## config.mk

```make
export PLATFORM = sky130hd
export DESIGN_NAME = fifo8
export DESIGN_NICKNAME = d
export VERILOG_FILES = /design/src/rtl/fifo8_pkg.sv /design/src/rtl/fifo8_mux8.sv /design/src/rtl/fifo8.sv
export SDC_FILE = /design/constraint.sdc
export NUM_CORES = 1
export LEC_CHECK = 0
export CAP_MARGIN = 20
export CELL_PAD_IN_SITES_DETAIL_PLACEMENT = 1
export CELL_PAD_IN_SITES_GLOBAL_PLACEMENT = 1
export CORE_MARGIN = 2
export CORE_UTILIZATION = 58
export CTS_BUF_LIST = sky130_fd_sc_hd__clkbuf_2
export DETAILED_ROUTE_END_ITERATION = 10
export HOLD_SLACK_MARGIN = 0.02
export PLACE_DENSITY = 0.95
export SLEW_MARGIN = 15
export SYNTH_ARGS = -nofsm -noshare
export SYNTH_HDL_FRONTEND = slang
export SYNTH_SLANG_ARGS = --single-unit
```

## constraint.sdc

```tcl
create_clock -name clk -period 8 [get_ports clk]
set_input_delay 1.2 -clock clk [delete_from_list [all_inputs] [get_ports clk]]
set_output_delay 1.2 -clock clk [all_outputs]
set_load 0.02 [all_outputs]
```

## src/rtl/fifo8_pkg.sv

```systemverilog
// Shared constants and types for the 8-entry FIFO.
// Defining FIFO8_BYPASS_EN in fifo8.sv adds a same-cycle path from enq to deq when empty.
package fifo8_pkg;

   localparam int unsigned FIFO8_DEPTH = 8;
   localparam int unsigned FIFO8_PTR_W = 3;
   localparam int unsigned FIFO8_CNT_W = 4;

   typedef logic [FIFO8_PTR_W-1:0] ptr_t;
   typedef logic [FIFO8_CNT_W-1:0] cnt_t;

endpackage

```

## src/rtl/fifo8_mux8.sv

```systemverilog
// Eight-way word selector used to read the FIFO head entry.
// Entry k occupies bits [k*WIDTH +: WIDTH] of the flattened input.
module fifo8_mux8
   import fifo8_pkg::*;
#(
   parameter int unsigned WIDTH = 32
) (
   input  logic [FIFO8_DEPTH*WIDTH-1:0] in_flat,
   input  logic [FIFO8_PTR_W-1:0]       sel,
   output logic [WIDTH-1:0]             out
);

   assign out = in_flat[sel*WIDTH +: WIDTH];

endmodule

```

## src/rtl/fifo8.sv

```systemverilog
// 8-entry synchronous FIFO with valid/ready handshakes, flush and async reset.
// Optional FIFO8_BYPASS_EN: an empty FIFO forwards enq_data to deq_data combinationally.
module fifo8
   import fifo8_pkg::*;
#(
   parameter int unsigned WIDTH = 32
) (
   input  logic             clk,
   input  logic             rst,
   input  logic             flush,
   input  logic             enq_valid,
   output logic             enq_ready,
   input  logic [WIDTH-1:0] enq_data,
   output logic             deq_valid,
   input  logic             deq_ready,
   output logic [WIDTH-1:0] deq_data,
   output logic [3:0]       count
);

   logic [WIDTH-1:0] mem_q [FIFO8_DEPTH];
   logic [FIFO8_DEPTH*WIDTH-1:0] mem_flat;
   logic [WIDTH-1:0] head_data;

   ptr_t head_q, head_d;
   ptr_t tail_q, tail_d;
   cnt_t cnt_q, cnt_d;

   logic empty, full;
   logic enq_fire, deq_fire;

   assign empty = (cnt_q == cnt_t'(0));
   assign full  = (cnt_q == cnt_t'(FIFO8_DEPTH));

   assign enq_ready = ~full;
   assign count     = cnt_q;

   for (genvar i = 0; i < FIFO8_DEPTH; i++) begin : g_flat
      assign mem_flat[i*WIDTH +: WIDTH] = mem_q[i];
   end

   fifo8_mux8 #(
      .WIDTH (WIDTH)
   ) u_head_mux (
      .in_flat (mem_flat),
      .sel     (head_q),
      .out     (head_data)
   );

`ifdef FIFO8_BYPASS_EN
   logic bypass;

   // Bypass only while empty; a passed-through entry never touches storage.
   assign bypass    = empty & enq_valid & ~flush;
   assign deq_valid = ~empty | bypass;
   assign deq_data  = bypass ? enq_data : head_data;
   assign enq_fire  = enq_valid & enq_ready & ~(bypass & deq_ready);
   assign deq_fire  = deq_valid & deq_ready & ~bypass;
`else
   assign deq_valid = ~empty;
   assign deq_data  = head_data;
   assign enq_fire  = enq_valid & enq_ready;
   assign deq_fire  = deq_valid & deq_ready;
`endif

   always_comb begin
      head_d = head_q;
      tail_d = tail_q;
      cnt_d  = cnt_q;
      if (flush) begin
         head_d = '0;
         tail_d = '0;
         cnt_d  = '0;
      end else begin
         if (enq_fire) tail_d = tail_q + ptr_t'(1);
         if (deq_fire) head_d = head_q + ptr_t'(1);
         unique case ({enq_fire, deq_fire})
            2'b10:   cnt_d = cnt_q + cnt_t'(1);
            2'b01:   cnt_d = cnt_q - cnt_t'(1);
            default: cnt_d = cnt_q;
         endcase
      end
   end

   always_ff @(posedge clk or posedge rst) begin
      if (rst) begin
         head_q <= '0;
         tail_q <= '0;
         cnt_q  <= '0;
      end else begin
         head_q <= head_d;
         tail_q <= tail_d;
         cnt_q  <= cnt_d;
      end
   end

   // Storage is deliberately not reset.
   always_ff @(posedge clk) begin
      if (enq_fire && !flush) mem_q[tail_q] <= enq_data;
   end

endmodule

```

**Word-level counts from Yosys, hierarchy flattened**

Memories as Yosys holds them, arrays and structs flattened.
Index checks and enable logic that the tools add are counted.

- Shift-type cells: 1
- Add/sub/neg operators: 4
- Muxes and demuxes: 8
- Reductions and logical operators: 6
- Equal/unequal tests: 3
- Bitwise logic cells: 4

Operators with widths:

| kind | number |
|---|---|
| $shiftx 256x9->32 | 1 |
| $mux 3 | 4 |
| $pmux 4 s2 | 1 |
| $add 3x1->3 const B | 2 |
| $add 4x1->4 const B | 1 |
| $eq 4x4->1 const B | 1 |
| $logic_not 4->1 | 1 |
| $mux 4 | 1 |
| $reduce_bool 2->1 | 2 |
| $sub 4x1->4 const B | 1 |
| $reduce_bool 3->1 | 1 |
| $and 1x1->1 | 2 |
| $eq 2x1->1 const B | 1 |
| $eq 2x2->1 const B | 1 |
| $mux 1 | 2 |
| $not 1->1 | 2 |
| $logic_and 1x1->1 | 1 |
| $logic_not 1->1 | 1 |

- RAM bits: 256
- Logic and storage cells: 30
- Output and inout port bits: 38
- Memories kept: 1
- Input bits: 37
- Register bits after elaboration: 10

Memories:

| memory | depth | width | read ports | clocked after Yosys merged registers in | wr ports | line | RTL |
|---|---|---|---|---|---|---|---|
| mem_q | 8 | 32 | 8 | 0 | 1 | fifo8.sv:20 | `logic [WIDTH-1:0] mem_q [FIFO8_DEPTH];` |

**Logic depth before layout (Yosys ltp)**

- Depth in word-level cells: 6
- Gate-level depth with buffers: 9
- Depth with buffers taken out: 8

**Cells and area by module**

Synthesis repeated with hierarchy kept, for this count alone.

- Cells, all modules: 450
- Area, all modules: 10481.3 um^2

By module, submodules not included:

| module | cells each | times used | area each (um^2) | seq. area each (um^2) |
|---|---|---|---|---|
| fifo8 | 336 | 1 | 8408.1 | 7937.6 |
| fifo8_mux8 | 114 | 1 | 2073.2 | 0.0 |

**Worst setup path after synthesis**

Ideal clock, no wire load.

- Kind: in2reg
- Start point: input port enq_valid
- End point: memory mem_q[0][0], enable pin
- Setup slack: 3415 ps
- Buffers on the path: 1
- Stages: 5
- Arrival: 4124 ps
- Path through: clkbuf_1 inv_1 nor3_1 nand2b_1 nor3_1

- Word-level cells in the longest chain between the ends: 4

Ends and longest elaborated chain:

| what | line | RTL |
|---|---|---|
| start: declaration | fifo8.sv:11 | `input logic enq_valid,` |
| $and 1x1->1 | fifo8.sv:61 | `assign enq_fire = enq_valid & enq_ready;` |
| $logic_and 1x1->1 | fifo8.sv:98 | `if (enq_fire && !flush) mem_q[tail_q] <= enq_data;` |
| $mux 1 | fifo8.sv:98 |  |
| $mux 1 (not written as such) | fifo8.sv:98 |  |
| end: declaration | fifo8.sv:20 |  |

No other way between the ends.

**Worst setup path after layout**

- Start point: register head_q[0]
- End point: output port deq_data[31]

- Word-level cells in the longest chain between the ends: 1

Ends and longest elaborated chain:

| what | line | RTL |
|---|---|---|
| start: declaration | fifo8.sv:24 | `ptr_t head_q, head_d;` |
| start signal: assignment | fifo8.sv:86 | `head_q <= '0;` |
| start signal: assignment | fifo8.sv:90 | `head_q <= head_d;` |
| $shiftx 256x9->32 | fifo8_mux8.sv:13 | `assign out = in_flat[sel*WIDTH +: WIDTH];` |
| end: declaration | fifo8.sv:16 | `output logic [WIDTH-1:0] deq_data,` |

No other way between the ends.

==> impl_metrics.tcl <==
set metrics [dict create \
    finalCriticalPeriod_ns 5.06 \
    postLayoutCellArea_um2 11900 \
    drive_gt1_share_pct 35.2 \
    synth_warnings 0 \
    ys_ff_latch 266 \
    leakagePower_nw 3.86 \
    syn_nets 491 \
    avgViaCountPerCell 5.99 \
    grt_use_total_pct 25.3 \
    synth_area_um2 10300 \
    synth_top_family_by_area "multiplexers" \
    avgSynthCellArea_um2 22.9 \
    cts_inserted_buffers 61 \
    synth_cells 450 \
    synth_adder_area_share_pct 0.486 \
    postCtsResizedCells 0 \
    cp-end-kind "primary output" \
    nFillCells 1443 \
    finalNetCount 617 \
    max_stage_delay_ns 0.86 \
    worstMarginPinSlew_ns 1.02 \
    critical-path-top-delay-family "buffers and inverters" \
    fp.dieArea_um2 18800 \
    drt-initial-drc-count 352 \
    ys_types 38 \
    slew_headroom_pct 31.8 \
    antenna_found_initial 0 \
    critPathSlowestCell "dfrtp_4" \
    irDropWorstVdd_mv 0.159 \
    place_congestion 0.752 \
    die_w_um 137 \
    cp_max_fo 34 \
    synth_enable_flop_cells 256 \
    async_reset_ff_share_pct 3.76 \
    gr-total-overflow 0 \
    grt_pass1_wl_mm 33.7 \
    wl_met2_mm 11.8 \
    multi_input_area_um2 2300 \
    num_vias 5092 \
    grt_pass1_vias 5801 \
    rsz0062_at_grt "false" \
    clkSinkCount 266 \
    required_ns 6.80 \
    rows 48 \
    synth_compound_area_share_pct 1.06 \
    synth-simple-area-share_pct 2.20 \
    synthMuxAreaShare_pct 17.6 \
    first_pass_iters 5 \
    max_freq_mhz 198 \
    remaining_drc_errors 0 \
    h-tree-depth 2 \
    worstPathCellList "buf_4 > mux4_2 > mux2_2 > clkdlybuf4s50_1" \
    cts_tree "yes" \
    grt_start_max_net_pins 35 \
    post_drt_wl_per_cell_um 26.2 \
    fin_crit_sh_pct 63.2 \
    cellPowerDensity_nw_per_um2 271 \
    area_growth_syn_to_layout_pct 16.0 \
    drv_cap 0 \
    netlist.area_leader.share_pct 74.7 \
    port_buffers 74 \
    cp-start-kind "flop" \
    place_area_um2 11300 \
    synth_ff_type "edfxtp_1" \
    hold_viol 0 \
    clk_pin_slew_ns 0.11 \
    core_area_um2 17300 \
    fp.dieH_um 137 \
    crit_arrival_ns 3.86 \
    start_util_pct 59.5 \
    diodes 0 \
    yosysTopAreaCell "edfxtp_1" \
    hold_class "in -> async" \
    drt_wl_total_mm 22.2 \
    path_buf_inv 2 \
    cts.path.max_buffers 3 \
    detail-route-antenna-nets 0 \
    top_layer_used "met4" \
    register_area_um2 7940 \
    report.final.slew_viol_count 0 \
    synth_area_leaders "edfxtp_1 (75%), mux4_2 (14%), mux2_2 (3.5%)" \
    ios 75 \
    worstSetupPathType "reg -> out" \
    finalSetupTns_ns 0 \
    ctsRootBufferMaster "clkbuf_2" \
    postCtsSetupBuffers 0 \
    met3_length_mm 1.41 \
    postCtsHoldBufs 0 \
    setup-violations-final 0 \
    synth-xor-area-share_pct 0.426 \
    drt-met1-wl_mm 8.55 \
    post-dp-hpwl_mm 12.8 \
    ys_seq_area_share_pct 77.2 \
    clk_latency_ns 0.84 \
    status "finished, final reports clean" \
    skew_ns 0.0397 \
]
-- worst paths after layout --
path                       cells after the start  slack (ns)      endpoint       from
max                                            4        2.94  deq_data[31]  head_q[0]
min                                            2        0.68      count[2]        rst
max reg2reg                                    5        4.94   mem_q[0][5]   count[1]
min reg2reg                                    2        0.75     tail_q[1]  tail_q[1]
max in group asynchronous                      2        6.98     head_q[1]        rst
min in group clk                               2        0.75     tail_q[1]  tail_q[1]
-- cell type report --
class | count | area share [%]
sequential | 266 | 66.6
multi-input combinational | 160 | 19.2
timing repair buffer | 84 | 6.83
clock buffer | 89 | 3.73
tap | 225 | 2.36
clock inverter | 23 | 1.18
inverter | 3 | 0.0943
-- where the power goes --
part           internal (mW)  switching, mW
Clock                  0.364          0.519
Sequential              1.58         0.0798
Combinational          0.368          0.324
-- placed cells by master, fill, tap and decap left out, types with 5 or more instances in the layout --
cell,count
edfxtp_1,256
dfrtp_1,7
mux4_2,64
clkdlybuf4s50_1,74
buf_4,10
nand2_1,7
a21oi_1,5
clkbuf_2,89
clkinv_1,18
mux2_2,32
nor2_1,5
nor2_4,6
-- sequential cells by signal (all words and copies together) (netlist names) --
register  cells
count         4
head_q        3
mem_q       256
tail_q        3
-- per-layer routing --
metal | vias up | global-route usage (%)
li1 | 2177 | -
met1 | 2659 | 30.7
met2 | 213 | 43.5
met3 | 43 | 6.73
met4 | 0 | 9.97
met5 | - | 0
-- cells in the mapped netlist (2+ instances only) --
master and number:
edfxtp_1 256, mux4_2 64, mux2_2 32, clkbuf_1 11, nor2_1 11, dfrtp_1 10
buf_2 8, nand2_1 7, a21oi_1 5, nor3_1 5, ha_1 4, xor2_1 4
nand2b_1 3, nand3_1 3, inv_1 2, nand3b_1 2, o21ai_0 2
-- per-stage QoR --
step                total power, mW  worst slack [ns]  hold slack, ns  instances  utilization, %
finish                         3.24              2.94           0.682        850            69.0
detailed placement             2.39              3.57           0.665        738            65.6
global placement               2.35              3.78           0.570        738            65.6
floorplan                      2.11              3.41           0.544        450               -
global route                   3.37              2.60           0.594        850            69.0
CTS                            3.27              2.76           0.604        850            69.0
-- cells by family after synthesis --
family                   Yosys count
flip-flops                       266
adder cells (fa/ha/maj)            4
buffers and inverters             24
multiplexers                      97
AND/OR/NAND/NOR                   39
AO/OA/AOI/OAI                     15
XOR/XNOR                           5
Power figures use the tool's default switching activity.
